**config.mk**
```make
export PLATFORM = sky130hd
export DESIGN_NAME = dtcm_ctrl
export DESIGN_NICKNAME = d
export VERILOG_FILES = /design/src/rtl/dtcm_ctrl.sv
export SDC_FILE = /design/constraint.sdc
export NUM_CORES = 1
export LEC_CHECK = 0
export ABC_AREA = 1
export CAP_MARGIN = 10
export CORE_AREA = 2 2 113 115
export DETAILED_ROUTE_END_ITERATION = 7
export DIE_AREA = 0 0 115 117
export PLACE_DENSITY = 0.7
export SLEW_MARGIN = 20
export SYNTH_ARGS = -nofsm -noshare
export SYNTH_HDL_FRONTEND = slang
export SYNTH_SLANG_ARGS = --single-unit
```
**constraint.sdc**
```tcl
create_clock -name cpu_clk -period 2.3 [get_ports cpu_clk]
set_clock_uncertainty 0.15 [all_clocks]
set_input_delay 0.23 -clock cpu_clk [delete_from_list [all_inputs] [get_ports cpu_clk]]
set_output_delay 0.23 -clock cpu_clk [all_outputs]
set_load 0.02 [all_outputs]
```
**src/rtl/dtcm_ctrl.sv**
```systemverilog
// Data-TCM responder: arbitrates core and DMA/debug commands onto one single-port SRAM.
// Define KRV_DTCM_RD_PIPE_EN to add an output register after SRAM rdata (read latency 2).
`ifndef DATA_WIDTH
`define DATA_WIDTH 32
`endif
`ifndef ADDR_WIDTH
`define ADDR_WIDTH 32
`endif

module dtcm_ctrl #(
  parameter int DTCM_AW      = 14,
  parameter int STARVE_LIMIT = 8,
  parameter int CNT_W        = 4
) (
  input  logic                   cpu_clk,
  input  logic                   cpu_rstn,
  input  logic                   data_dtcm_access,
  output logic                   data_dtcm_ready,
  input  logic                   data_dtcm_rd0_wr1,
  input  logic [3:0]             data_dtcm_byte_strobe,
  input  logic [`DATA_WIDTH-1:0] data_dtcm_write_data,
  input  logic [`ADDR_WIDTH-1:0] data_dtcm_addr,
  output logic [`DATA_WIDTH-1:0] data_dtcm_read_data,
  output logic                   data_dtcm_read_data_valid,
  input  logic                   dma_dtcm_req,
  output logic                   dma_dtcm_gnt,
  input  logic                   dma_dtcm_rd0_wr1,
  input  logic [3:0]             dma_dtcm_byte_strobe,
  input  logic [`DATA_WIDTH-1:0] dma_dtcm_wdata,
  input  logic [`ADDR_WIDTH-1:0] dma_dtcm_addr,
  output logic [`DATA_WIDTH-1:0] dma_dtcm_rdata,
  output logic                   dma_dtcm_rdata_valid,
  output logic                   dtcm_ram_cs,
  output logic [3:0]             dtcm_ram_we,
  output logic [DTCM_AW-1:0]     dtcm_ram_addr,
  output logic [`DATA_WIDTH-1:0] dtcm_ram_wdata,
  input  logic [`DATA_WIDTH-1:0] dtcm_ram_rdata
);

  typedef enum logic [1:0] {
    OWN_NONE = 2'd0,
    OWN_CORE = 2'd1,
    OWN_DMA  = 2'd2
  } owner_e;

  owner_e                 owner_q, owner_d;
  logic [CNT_W-1:0]       starve_cnt_q, starve_cnt_d;
  logic [`DATA_WIDTH-1:0] core_rdata_q, core_rdata_d;
  logic [`DATA_WIDTH-1:0] dma_rdata_q, dma_rdata_d;

  logic core_rd_s;
  logic core_wr_s;
  logic starved_s;
  logic forced_s;
  logic gnt_s;
  logic core_sel_s;
  logic unused_addr_s;

  assign core_rd_s  = data_dtcm_access & ~data_dtcm_rd0_wr1;
  assign core_wr_s  = data_dtcm_access & data_dtcm_rd0_wr1;
  assign starved_s  = (starve_cnt_q == CNT_W'(STARVE_LIMIT));
  // A core load is never refused, so even a starved DMA only displaces a store.
  assign forced_s   = dma_dtcm_req & starved_s & ~core_rd_s;
  assign gnt_s      = dma_dtcm_req & ~core_rd_s & (~core_wr_s | starved_s);
  assign core_sel_s = data_dtcm_access & ~gnt_s;

  assign dma_dtcm_gnt    = gnt_s;
  assign data_dtcm_ready = ~forced_s;

  assign unused_addr_s = ^{data_dtcm_addr[`ADDR_WIDTH-1:DTCM_AW+2], data_dtcm_addr[1:0],
                           dma_dtcm_addr[`ADDR_WIDTH-1:DTCM_AW+2], dma_dtcm_addr[1:0]};

  always_comb begin
    dtcm_ram_cs    = 1'b0;
    dtcm_ram_we    = 4'b0000;
    dtcm_ram_addr  = {DTCM_AW{1'b0}};
    dtcm_ram_wdata = {`DATA_WIDTH{1'b0}};
    if (gnt_s) begin
      dtcm_ram_cs    = 1'b1;
      dtcm_ram_we    = dma_dtcm_rd0_wr1 ? dma_dtcm_byte_strobe : 4'b0000;
      dtcm_ram_addr  = dma_dtcm_addr[DTCM_AW+1:2];
      dtcm_ram_wdata = dma_dtcm_wdata;
    end else if (core_sel_s) begin
      dtcm_ram_cs    = 1'b1;
      dtcm_ram_we    = data_dtcm_rd0_wr1 ? data_dtcm_byte_strobe : 4'b0000;
      dtcm_ram_addr  = data_dtcm_addr[DTCM_AW+1:2];
      dtcm_ram_wdata = data_dtcm_write_data;
    end else begin
      dtcm_ram_cs    = 1'b0;
    end
  end

  always_comb begin
    starve_cnt_d = {CNT_W{1'b0}};
    owner_d      = OWN_NONE;
    if (dma_dtcm_req && !gnt_s) begin
      starve_cnt_d = starved_s ? starve_cnt_q : (starve_cnt_q + CNT_W'(1));
    end else begin
      starve_cnt_d = {CNT_W{1'b0}};
    end
    if (core_rd_s) begin
      owner_d = OWN_CORE;
    end else if (gnt_s && !dma_dtcm_rd0_wr1) begin
      owner_d = OWN_DMA;
    end else begin
      owner_d = OWN_NONE;
    end
    // Only the owner of the returning word sees it; the other side keeps its last value.
    core_rdata_d = (owner_q == OWN_CORE) ? dtcm_ram_rdata : core_rdata_q;
    dma_rdata_d  = (owner_q == OWN_DMA)  ? dtcm_ram_rdata : dma_rdata_q;
  end

  always_ff @(posedge cpu_clk or negedge cpu_rstn) begin
    if (!cpu_rstn) begin
      owner_q      <= OWN_NONE;
      starve_cnt_q <= {CNT_W{1'b0}};
      core_rdata_q <= {`DATA_WIDTH{1'b0}};
      dma_rdata_q  <= {`DATA_WIDTH{1'b0}};
    end else begin
      owner_q      <= owner_d;
      starve_cnt_q <= starve_cnt_d;
      core_rdata_q <= core_rdata_d;
      dma_rdata_q  <= dma_rdata_d;
    end
  end

`ifdef KRV_DTCM_RD_PIPE_EN
  owner_e owner_p_q;

  always_ff @(posedge cpu_clk or negedge cpu_rstn) begin
    if (!cpu_rstn) begin
      owner_p_q <= OWN_NONE;
    end else begin
      owner_p_q <= owner_q;
    end
  end

  assign data_dtcm_read_data       = core_rdata_q;
  assign data_dtcm_read_data_valid = (owner_p_q == OWN_CORE);
  assign dma_dtcm_rdata            = dma_rdata_q;
  assign dma_dtcm_rdata_valid      = (owner_p_q == OWN_DMA);
`else
  assign data_dtcm_read_data       = core_rdata_d;
  assign data_dtcm_read_data_valid = (owner_q == OWN_CORE);
  assign dma_dtcm_rdata            = dma_rdata_d;
  assign dma_dtcm_rdata_valid      = (owner_q == OWN_DMA);
`endif

endmodule

```
==> After elaboration in Yosys (flattened, before gate mapping) <==
Cells that the tools add are included.
W data, S select, Z words.
{ "op_classes": {"reduce_logical": 4, "n_bitwise": 13, "muxes": 16, "eq_ne": 4, "add_sub_neg": 1} }
{ "ops": {"columns": ["operator", "count"], "rows": [
  ["$mux W32", 4],
  ["$mux W14", 2],
  ["$mux W4", 6],
  ["$and A1 B1 Y1", 7],
  ["$not A1 Y1", 5],
  ["$add A4 B1 Y4 const B", 1],
  ["$eq A4 B4 Y1 const B", 1],
  ["$mux W2", 2],
  ["$eq A2 B1 Y1 const B", 1],
  ["$eq A2 B2 Y1 const B", 1],
  ["$logic_and A1 B1 Y1", 2],
  ["$logic_not A1 Y1", 2],
  ["$mux W1", 2],
  ["$ne A2 B2 Y1 const B", 1],
  ["$or A1 B1 Y1", 1]
]} }
{ "word_totals": {"input_bits": 174, "elab_cells": 42, "out_inout_bits": 119, "regBits": 70} }

==> Depth between registers and ports, before layout <==
{ "depth": {"ltp_word": 9, "depth_mapped": 9, "mapped_depth_nobuf": 8} }

==> Worst setup path after synthesis <==
OpenSTA, ideal clock, no wires.
{ "synth_timing": {"path_kind": "register -> output", "start": "register owner_q[1]", "end": "output data_dtcm_read_data[0]", "required_time_ns": 1.920, "slack_ns": 0.386, "path_buffers": 2, "path_stages_with_launch": 5, "arrival_ns": 1.534, "cell_sequence": "dfrtp_1 -> or2_2 -> buf_2 -> clkbuf_1 -> o21ai_0"} }
{ "synth_between": {"elab_chain_len": 2} }
{ "synth_lines": {"columns": ["item", "line_no", "text"], "rows": [
  ["start: declaration", "46", "owner_e owner_q, owner_d;"],
  ["start signal: assignment", "120", "owner_q <= owner_d;"],
  ["$eq A2 B1 Y1", "109", "core_rdata_d = (owner_q == OWN_CORE) ? dtcm_ram_rdata : core_rdata_q;"],
  ["$mux W32", "109", null],
  ["end: declaration", "23", "output logic [`DATA_WIDTH-1:0] data_dtcm_read_data,"]
]} }
Every way passes these cells.

==> Worst setup path after layout <==
{ "layout_timing": {"start": "register owner_q[1]", "end": "output data_dtcm_read_data[14]"} }
Same word-level chain as after synthesis.

==> qor.csv <==
metric,value,unit
tns,0,ps
end_kind,output port,
period_minus_slack,2230,ps
synth_nets,638,
setup_viol,0,
grt_antenna_before_repair,1,
rows,41,
power.leakage,3.51,nW
yosysWarnings,0,
power.density,704,nW/um^2
hp-class,in -> reg,
post_dp_cell_area,6380,um^2
path_clk_slew,50,ps
finalCritPeriodShare,97.1,%
syn_area_per_cell,7.58,um^2
hpwl,10.8,mm
synth_area_leaders,"dfrtp_1 (50%), nand2_1 (14%), nand3_1 (13%)",
cts_root_buf,clkbuf_16,
syn-instance-count,462,
cts_buffers,9,
tightest_slew,752,ps
required,1920,ps
max_stage_delay,380,ps
path_cells,"or2_2, buf_12, o21ai_0, clkdlybuf4s15_1",
yosysTopAreaCell,dfrtp_1,
core_area,12300,um^2
report.final.slew_viol_count,0,
rsz0062_at_grt,yes,
grt_pass1_wl,20.4,mm
start_kind,flip-flop,
start_util,28.5,%
grt_max_degree,52,
routabilityCongestion,0.826,
insertion_delay,320,ps
crit_path_max_fanout,44,
fp.dieW,115,um
max_slew_margin,49.9,%
outcome,finished clean,
ys.flop_type,dfrtp_1,
layout-drive-gt1-share,18.2,%
crit_buf_inv,2,
layout.nets,906,
cts.path.max_buffers,2,
final-hold-violation-count,0,
drv_cap,0,
synth_common_cells,"nand2_1 (133), nand3_1 (94), dfrtp_1 (70), o21ai_0 (64), inv_1 (43)",
critical_path_arrival,1850,ps
via_per_inst,4.76,
async_flop_share,100,%
drc,0,
ir_drop,0.343,mV
port_buffers,256,
power.total,0.00470,W
clkSinkCount,70,
grtUsageTotal,19.5,%
wire_per_inst,15.7,um
ant_nets,0,
cts_tree,yes,
synth_top_cell_area_share,50.0,%
die_h,117,um
synth-seq-cells,70,
syn_to_final_growth,90.7,%
ys_types,16,
synth_edf_count,0,
grt_pass1_vias,4046,
overflow,0,
fp.dieArea,13500,um^2
drtIter0Drc,299,
critical_path_class,reg -> out,
crit_slowest_cell,dfrtp_1,
fmax,448,MHz
wirelength,13.9,mm
cts_max_level,3,
yosys.cell_count.top_type,nand2_1,
drt_first_pass_iters,4,
fin_area,6680,um^2
io_pins,293,
ys_seq_area_share,50.0,%
final_util,54.3,%
cp_top_family,buffers and inverters,
via_count,4218,
syn-cell-area,3500,um^2
==> placed cells by master (no fill, tap or decap), types with 12 or more instances in the layout <==
cell type / count
clkbuf_16: 12
dlygate4sd2_1: 36
dfrtp_1: 70
nand3_1: 90
clkbuf_2: 17
nand2_1: 129
buf_2: 37
o21ai_0: 60
clkdlybuf4s50_1: 136
inv_1: 41
buf_4: 26
==> where the power goes <==
group          internal [W]  switching (W)
combinational      0.000661       0.000875
sequential          0.00144      0.0000592
clock               0.00117       0.000493
total               0.00327        0.00143
==> cell type report <==
cell class / instances / area [um^2]
Antenna cell: 1 / 2.50
Clock buffer: 10 / 229
Clock inverter: 6 / 134
Fill cell: 1167 / 5630
Inverter: 44 / 165
Multi-Input combinational cell: 313 / 1500
Sequential cell: 70 / 1750
Tap cell: 150 / 188
Timing Repair Buffer: 292 / 2710
==> sequential cells by signal, indices dropped and copies added, names as in the netlist <==
signal / count
core_rdata_q: 32
dma_rdata_q: 32
owner_q: 2
starve_cnt_q: 4
==> metal layers <==
| metal | vias to the layer above | global-route usage (%) | part of all wire [%] |
|---|---|---|---|
| met1 | 1944 | 21.0 | 38 |
| met5 | - | 0 | 0 |
| met3 | 34 | 6.54 | 9.1 |
| met2 | 202 | 34.4 | 49 |
| met4 | 0 | 9.80 | 3.9 |
| li1 | 2038 | - | - |
==> path summary, 6_finish.rpt <==
path | to | from | slack, ps | cells past startpoint
max | data_dtcm_read_data[14] | owner_q[1]$_DFF_PN0_ | 70 | 4
min | owner_q[0]$_DFF_PN0_ | data_dtcm_access | 120 | 3
max reg2reg | starve_cnt_q[1]$_DFFE_PN0P_ | starve_cnt_q[0]$_DFFE_PN0P_ | 370 | 14
min reg2reg | dma_rdata_q[20]$_DFF_PN0_ | dma_rdata_q[20]$_DFF_PN0_ | 340 | 2
max in group asynchronous | dma_rdata_q[1]$_DFF_PN0_ | cpu_rstn | 960 | 3
min in group asynchronous | core_rdata_q[23]$_DFF_PN0_ | cpu_rstn | 360 | 2
==> stage by stage <==
stage	worst slack, ps	hold slack [ps]	instances
floorplan	386	-216	462
global placement	-204	181	858
CTS	1.39	97.9	881
finish	65.7	116	886
global route	-10.9	139	886
detailed placement	-220	193	858
==> timing repair <==
action / in CTS / in global routing
gates resized for setup: 264 / 92
hold buffers: 1 / 0
endpoints found under the setup margin: 111 / 82
hold endpoints to repair: 31 / 0
setup buffers: 7 / 1
cloned: 0 / 3
pin swaps: 3 / 4
==> cell families (layout without fill, tap and decap cells) <==
kind of cell,count (synthesis),count (layout),synth area share (%)
AND/OR/NAND/NOR,244,244,30.4
buffers and inverters,79,352,8.82
flip-flops,70,70,50.0
AO/OA/AOI/OAI,65,65,9.61
adder cells (fa/ha/maj),2,2,0.714
XOR/XNOR,2,2,0.500
other,0,1,0
==> worst min-delay path, cell delays in order <==
cell and delay (ps):
buf_2 180, inv_1 100, nor2_1 40
Power figures use the tool's default switching activity.
==> RTL edit 1, RTL diff (same flow settings) <==
Encoding of `owner_e`: now one-hot (3 bits for 3 values).
--- a/src/rtl/dtcm_ctrl.sv
+++ b/src/rtl/dtcm_ctrl.sv
@@ -38,8 +38,8 @@
 );
 
-  typedef enum logic [1:0] {
-    OWN_NONE = 2'd0,
-    OWN_CORE = 2'd1,
-    OWN_DMA  = 2'd2
+  typedef enum logic [2:0] {
+    OWN_NONE = 3'b001,
+    OWN_CORE = 3'b010,
+    OWN_DMA  = 3'b100
   } owner_e;
 
Check against the original RTL: same outputs for any inputs over 10 cycles, from zero or initial values and one cycle with cpu_rstn low; not proved beyond that.
==> RTL edit 1 against the original RTL <==
Sequential cell count grew 1; largest power group is now combinational cells; area after synthesis increased by 1.7%; design area is 3.1% lower; register-to-register slack improved by 0.28 ns; clock power decreased by 26%; power is 0.58% higher; critical endpoint is now dtcm_ram_wdata[31]; worst setup slack improved by 0.015 ns; routed wire length shrank 2.7%; sequential power rose by 10%.
==> RTL edit 1: results (changes against the original RTL) <==
power_and_ir_drop:
  p_total_mw: 4.73  # +0.58%
  vdd_ir_drop_max_v: 0.000323  # -5.8%
  p_int_mw: 3.07  # -6.4%
  clock_net_power_mw: 1.23  # -26%
  p_comb_share_pct: 39.1  # +6.4 points
  leakagePower_nw: 3.42  # -2.6%
final_layout:
  num-fill-cells: 1181  # +1.2%
  layout-drive-gt1-share_pct: 16.1  # -2.1 points
  buf_share_pct: 39.3  # -1.2 points
  non_clock_buffer_count: 285  # -2.4%
  multi_input_gates: 316  # +0.96%
  final-seq-area_um2: 1780  # +1.5%
  multi_input_area_share_pct: 23.3  # +0.79 points
  final.clkbuf_count: 11  # +1
  clk_share_pct: 4.10  # -1.3 points
  n_all_inverters: 51  # +16%
  seq_cell_count: 71  # +1.4%
  final_nets: 910  # +0.44%
  antenna_cells: 0  # -1
synth:
  synth_cell_types: 17  # +1
  syn-instance-count: 473  # +2.4%
  muxShareOfSynthArea_pct: 0  # unchanged
  synthTopCellsByCount: "nand2_1, nand3_1, dfrtp_1"
  syn_nets: 649  # +1.7%
  synthAdderAreaFrac_pct: 0.702  # -0.012 points
  synth_edf_count: 0  # unchanged
  ys_seq_area_share_pct: 49.9  # -0.088 points
  synth-compound-area-share_pct: 9.59  # -0.018 points
  async_reset_ff_share_pct: 100  # unchanged
  synth.area.top_cells: "dfrtp_1, nand2_1, nand3_1"
  yosysWarnings: 0  # unchanged
  synth_xor_area_share_pct: 0.246  # -0.25 points
global_route:
  grt_util_met2_pct: 35.0  # +0.55 points
  use_met3_pct: 8.14  # +1.6 points
  grt_usage_pct: 19.8  # +0.29 points
  grt_antenna_before_repair: 0  # -1
  grt_start_max_net_pins: 45  # -13%
  grt_pass1_vias: 4199  # +3.8%
  grt_pass1_wl_mm: 20.7  # +1.4%
  grt_util_met1_pct: 20.7  # -0.38 points
routing:
  drtPass1Iterations: 6  # +2
  m1WireLength_mm: 4.96  # -5.5%
  routedWlPerCell_um: 15.3  # -3.0%
  finalWirelength_mm: 13.6  # -2.7%
  detail_route.iter0.violations: 202  # -32%
  wl_met3_mm: 1.30  # +1.9%
  viasPerCell: 4.72  # -0.82%
  top_layer: "met4"
  met2WireLength_mm: 6.75  # -1.8%
setup_path:
  worstPathArrival_ns: 1.84
  critPathBufInv: 3  # +1
  worstPathMaxFanout: 23  # -48%
  path_delay_family: "simple AND/OR/NAND/NOR gates"
sta:
  worst_slew_pin_slew_ns: 0.475  # -0.277 ns
place:
  place_congestion: 0.870  # +5.3%
  place_inst: 869  # +1.3%
  dp_hpwl_mm: 10.7  # -1.1%
  portBuffers: 256  # unchanged
outcome:
  status: "completed"
cts:
  clock_latency_ns: 0.33
[RTL edit 1: cell types whose count changed after synthesis, sizes merged]
cell	change
a21oi	+1
buf	-1
clkbuf	+1
dfstp	+1
inv	+7
nand3	+2
nor2	+2
or2	-1
xor2	-1
[RTL edit 1: repair_timing]
item | 4_1_cts | 5_1_grt
endpoints found under the setup margin | 114 | 72
hold endpoints to repair | 17 | 0
gates resized for setup | 226 | 72
gates cloned | 2 | 0
buffers inserted | 0 | 1
pin swaps | 2 | 1
hold buffers | 1 | 0
[RTL edit 1: logic make-up after synthesis]
family / after synthesis
buffers and inverters: 86
adders and majority gates: 2
AOI/OAI and AO/OA: 66
xor gates and xnor gates: 1
DFF: 71
and+or+nand+nor: 247
[RTL edit 1: metrics by stage]
stage	hold slack [ns]	TNS, ns	setup slack [ns]	instance area, um2
2_1_floorplan	-0.216	0	0.395	3560
3_3_place_gp	0.0514	-5.60	-0.158	6420
3_5_place_dp	0.0575	-7.19	-0.220	6420
4_1_cts	0.104	-0.0192	-0.0192	6600
5_1_grt	0.130	-0.0176	-0.0165	6470
6_report	0.115	0	0.0811	6470
[RTL edit 1: final timing paths]
path	from	to	slack (ns)	depth (start not counted)
setup / recovery	starve_cnt_q[0]	dtcm_ram_wdata[31]	0.08	9
hold reg to reg	core_rdata_q[4]	core_rdata_q[4]	0.34	2
hold / removal	data_dtcm_access	owner_q[1]	0.12	3
setup reg to reg	starve_cnt_q[0]	starve_cnt_q[1]	0.65	9
min in group asynchronous	cpu_rstn	dma_rdata_q[13]	0.24	2
max in group asynchronous	cpu_rstn	owner_q[0]	1.11	3
==> RTL edit 2, RTL diff (same settings) <==
Made on the original files. The option `KRV_DTCM_RD_PIPE_EN` is turned on by a define.
--- a/src/rtl/dtcm_ctrl.sv
+++ b/src/rtl/dtcm_ctrl.sv
@@ -1,4 +1,6 @@
 // Data-TCM responder: arbitrates core and DMA/debug commands onto one single-port SRAM.
 // Define KRV_DTCM_RD_PIPE_EN to add an output register after SRAM rdata (read latency 2).
+`define KRV_DTCM_RD_PIPE_EN
+
 `ifndef DATA_WIDTH
 `define DATA_WIDTH 32
Behaviour: not the same (Yosys sat finds a counterexample within 4 cycles, from zero or initial values and one cycle with cpu_rstn low).
==> RTL edit 2 against the original RTL <==
First-iteration DRC count grew 5.0%; routed wire length down 0.22%; clock power decreased by 23%; area after synthesis rose by 2.1%; sequential cell count grew 2; count of clock-buffer cells in the layout increased by 1; utilization shrank 0.18 points; highest routed layer unchanged; design area down 0.34%; power decreased by 4.2%; register-to-register slack better by 0.13 ns; worst setup slack worse by 0.051 ns; combinational power rose by 5%.
==> RTL edit 2: results (changes against the original RTL) <==
outcome:
  status: "completed"
global_route:
  grt_antenna_before_repair: 0  # -1
  grt_pass1_vias: 3858  # -4.6%
  grt_start_max_net_pins: 65  # +25%
  grt_pass1_wl_mm: 20.5  # +0.68%
  grt_usage_pct: 19.9  # +0.39 points
final_layout:
  stdcell_count: 883  # -0.34%
  antenna_cells: 0  # -1
  final_nets: 904  # -0.22%
  layout-drive-gt1-share_pct: 14.7  # -3.5 points
synth:
  synth-compound-area-share_pct: 9.41  # -0.20 points
  synthTopCellsByCount: "nand2_1, nand3_1, dfrtp_1"
  synth_cell_types: 17  # +1
  synthAdderAreaFrac_pct: 0.700  # -0.015 points
  syn_nets: 641  # +0.47%
  ys_seq_area_share_pct: 50.4  # +0.37 points
  synth.area.top_cells: "dfrtp_1, nand2_1, nand3_1"
  avgSynthCellArea_um2: 7.69  # +1.4%
  synth_xor_area_share_pct: 0.490  # -0.010 points
routing:
  vias: 4099  # -2.8%
  m1WireLength_mm: 5.23  # -0.42%
  detail_route.iter0.violations: 314  # +5.0%
  drtPass1Iterations: 6  # +2
  met2WireLength_mm: 7.30  # +6.3%
  wl_met3_mm: 1.05  # -17%
  routedWlPerCell_um: 15.8  # +0.12%
worst_hold_path:
  min_path_cells: 0  # -3
  worst_hold_path.endpoint: "owner_p_q[1]"
  hp-class: "flip-flop to flip-flop"
  hp-start: "owner_q[1]"
cts:
  cts-root-buf: "clkbuf_16"
  path_clk_slew_ns: 0.06
  clock_latency_ns: 0.33
place:
  place_inst: 860  # +0.23%
  place_area_um2: 6440  # +1.1%
  dp_hpwl_mm: 10.7  # -0.73%
  dpl_worst_slack_ns: -0.186  # +0.0331 ns
  place_congestion: 0.893  # +8.1%
sta:
  hold_slack_ns: 0.236  # +0.120 ns
  slew_headroom_pct: 31.4  # -18 points
setup_path:
  rr_endpoint: "dma_dtcm_rdata[27]"
  r2r_slack_ns: 0.50  # +0.13 ns
  worstRegToRegCells: 3  # -11
  r2r_start: "owner_q[1]"
  worstPathArrival_ns: 1.91  # +0.06 ns
  startpoint: "starve_cnt_q[0]"
  worstPathMaxFanout: 15  # -66%
power_and_ir_drop:
  vdd_ir_drop_max_v: 0.000308  # -10%
  leakagePower_nw: 3.29  # -6.4%
## RTL edit 2: cell types whose count changed after synthesis
cell,before,now
nor2_1,7,9
clkbuf_1,19,17
buf_2,10,8
dfrtp_1,70,72
buf_6,0,3
## RTL edit 2: metal layers
layer / GRT usage [%] / up-vias
li1: - / 2030
met1: 21.4 / 1849
met2: 37.1 / 202
met3: 4.27 / 18
met4: 9.80 / 0
met5: 0 / -
## RTL edit 2: logic make-up (layout without fill, tap and decap cells)
family / count (synthesis) / after routing
AO/OA/AOI/OAI: 65 / 65
XOR/XNOR: 2 / 2
adder cells (fa/ha/maj): 2 / 2
buffers and inverters: 78 / 346
flip-flops: 72 / 72
AND/OR/NAND/NOR: 246 / 246
## RTL edit 2: worst reg2reg max path: stages (launching register included)
cell,delay (ns)
dfrtp_1,0.38
inv_1,0.08
or2_2,0.78
o21ai_0,0.25
## RTL edit 2: layout make-up
class / count / area [um2]
clock buffers: 11 / 243
clock inverters: 5 / 32.5
fillers: 1130 / 5650
inverters: 44 / 165
multi-input cells: 315 / 1480
flip-flops and latches: 72 / 1800
well taps: 150 / 188
repair buffers: 286 / 2750
## RTL edit 2: how the worst max path moves through the flow
stage,to,slack [ns]
6_report,dtcm_ram_addr[4],0.01
5_1_grt,dtcm_ram_addr[4],-0.08
4_1_cts,dtcm_ram_addr[4],-0.03
3_5_place_dp,dtcm_ram_addr[0],-0.19
3_3_place_gp,dtcm_ram_addr[0],-0.19
2_1_floorplan,dtcm_ram_wdata[22],0.42
## RTL edit 2: repair_timing
| action | in CTS | in global routing |
|---|---|---|
| hold endpoints to repair | 22 | 0 |
| gates cloned | 1 | 2 |
| gates resized for setup | 170 | 28 |
| setup endpoints to repair | 47 | 52 |
| hold buffers | 1 | 0 |
| setup buffers | 0 | 3 |
| pin swaps | 0 | 4 |
## RTL edit 2: report_power, final
group	total [mW]	switching [mW]	internal, mW
combinational	1.62	0.820	0.801
clock	1.28	0.520	0.757
sequential	1.60	0.119	1.48
total	4.50	1.46	3.04
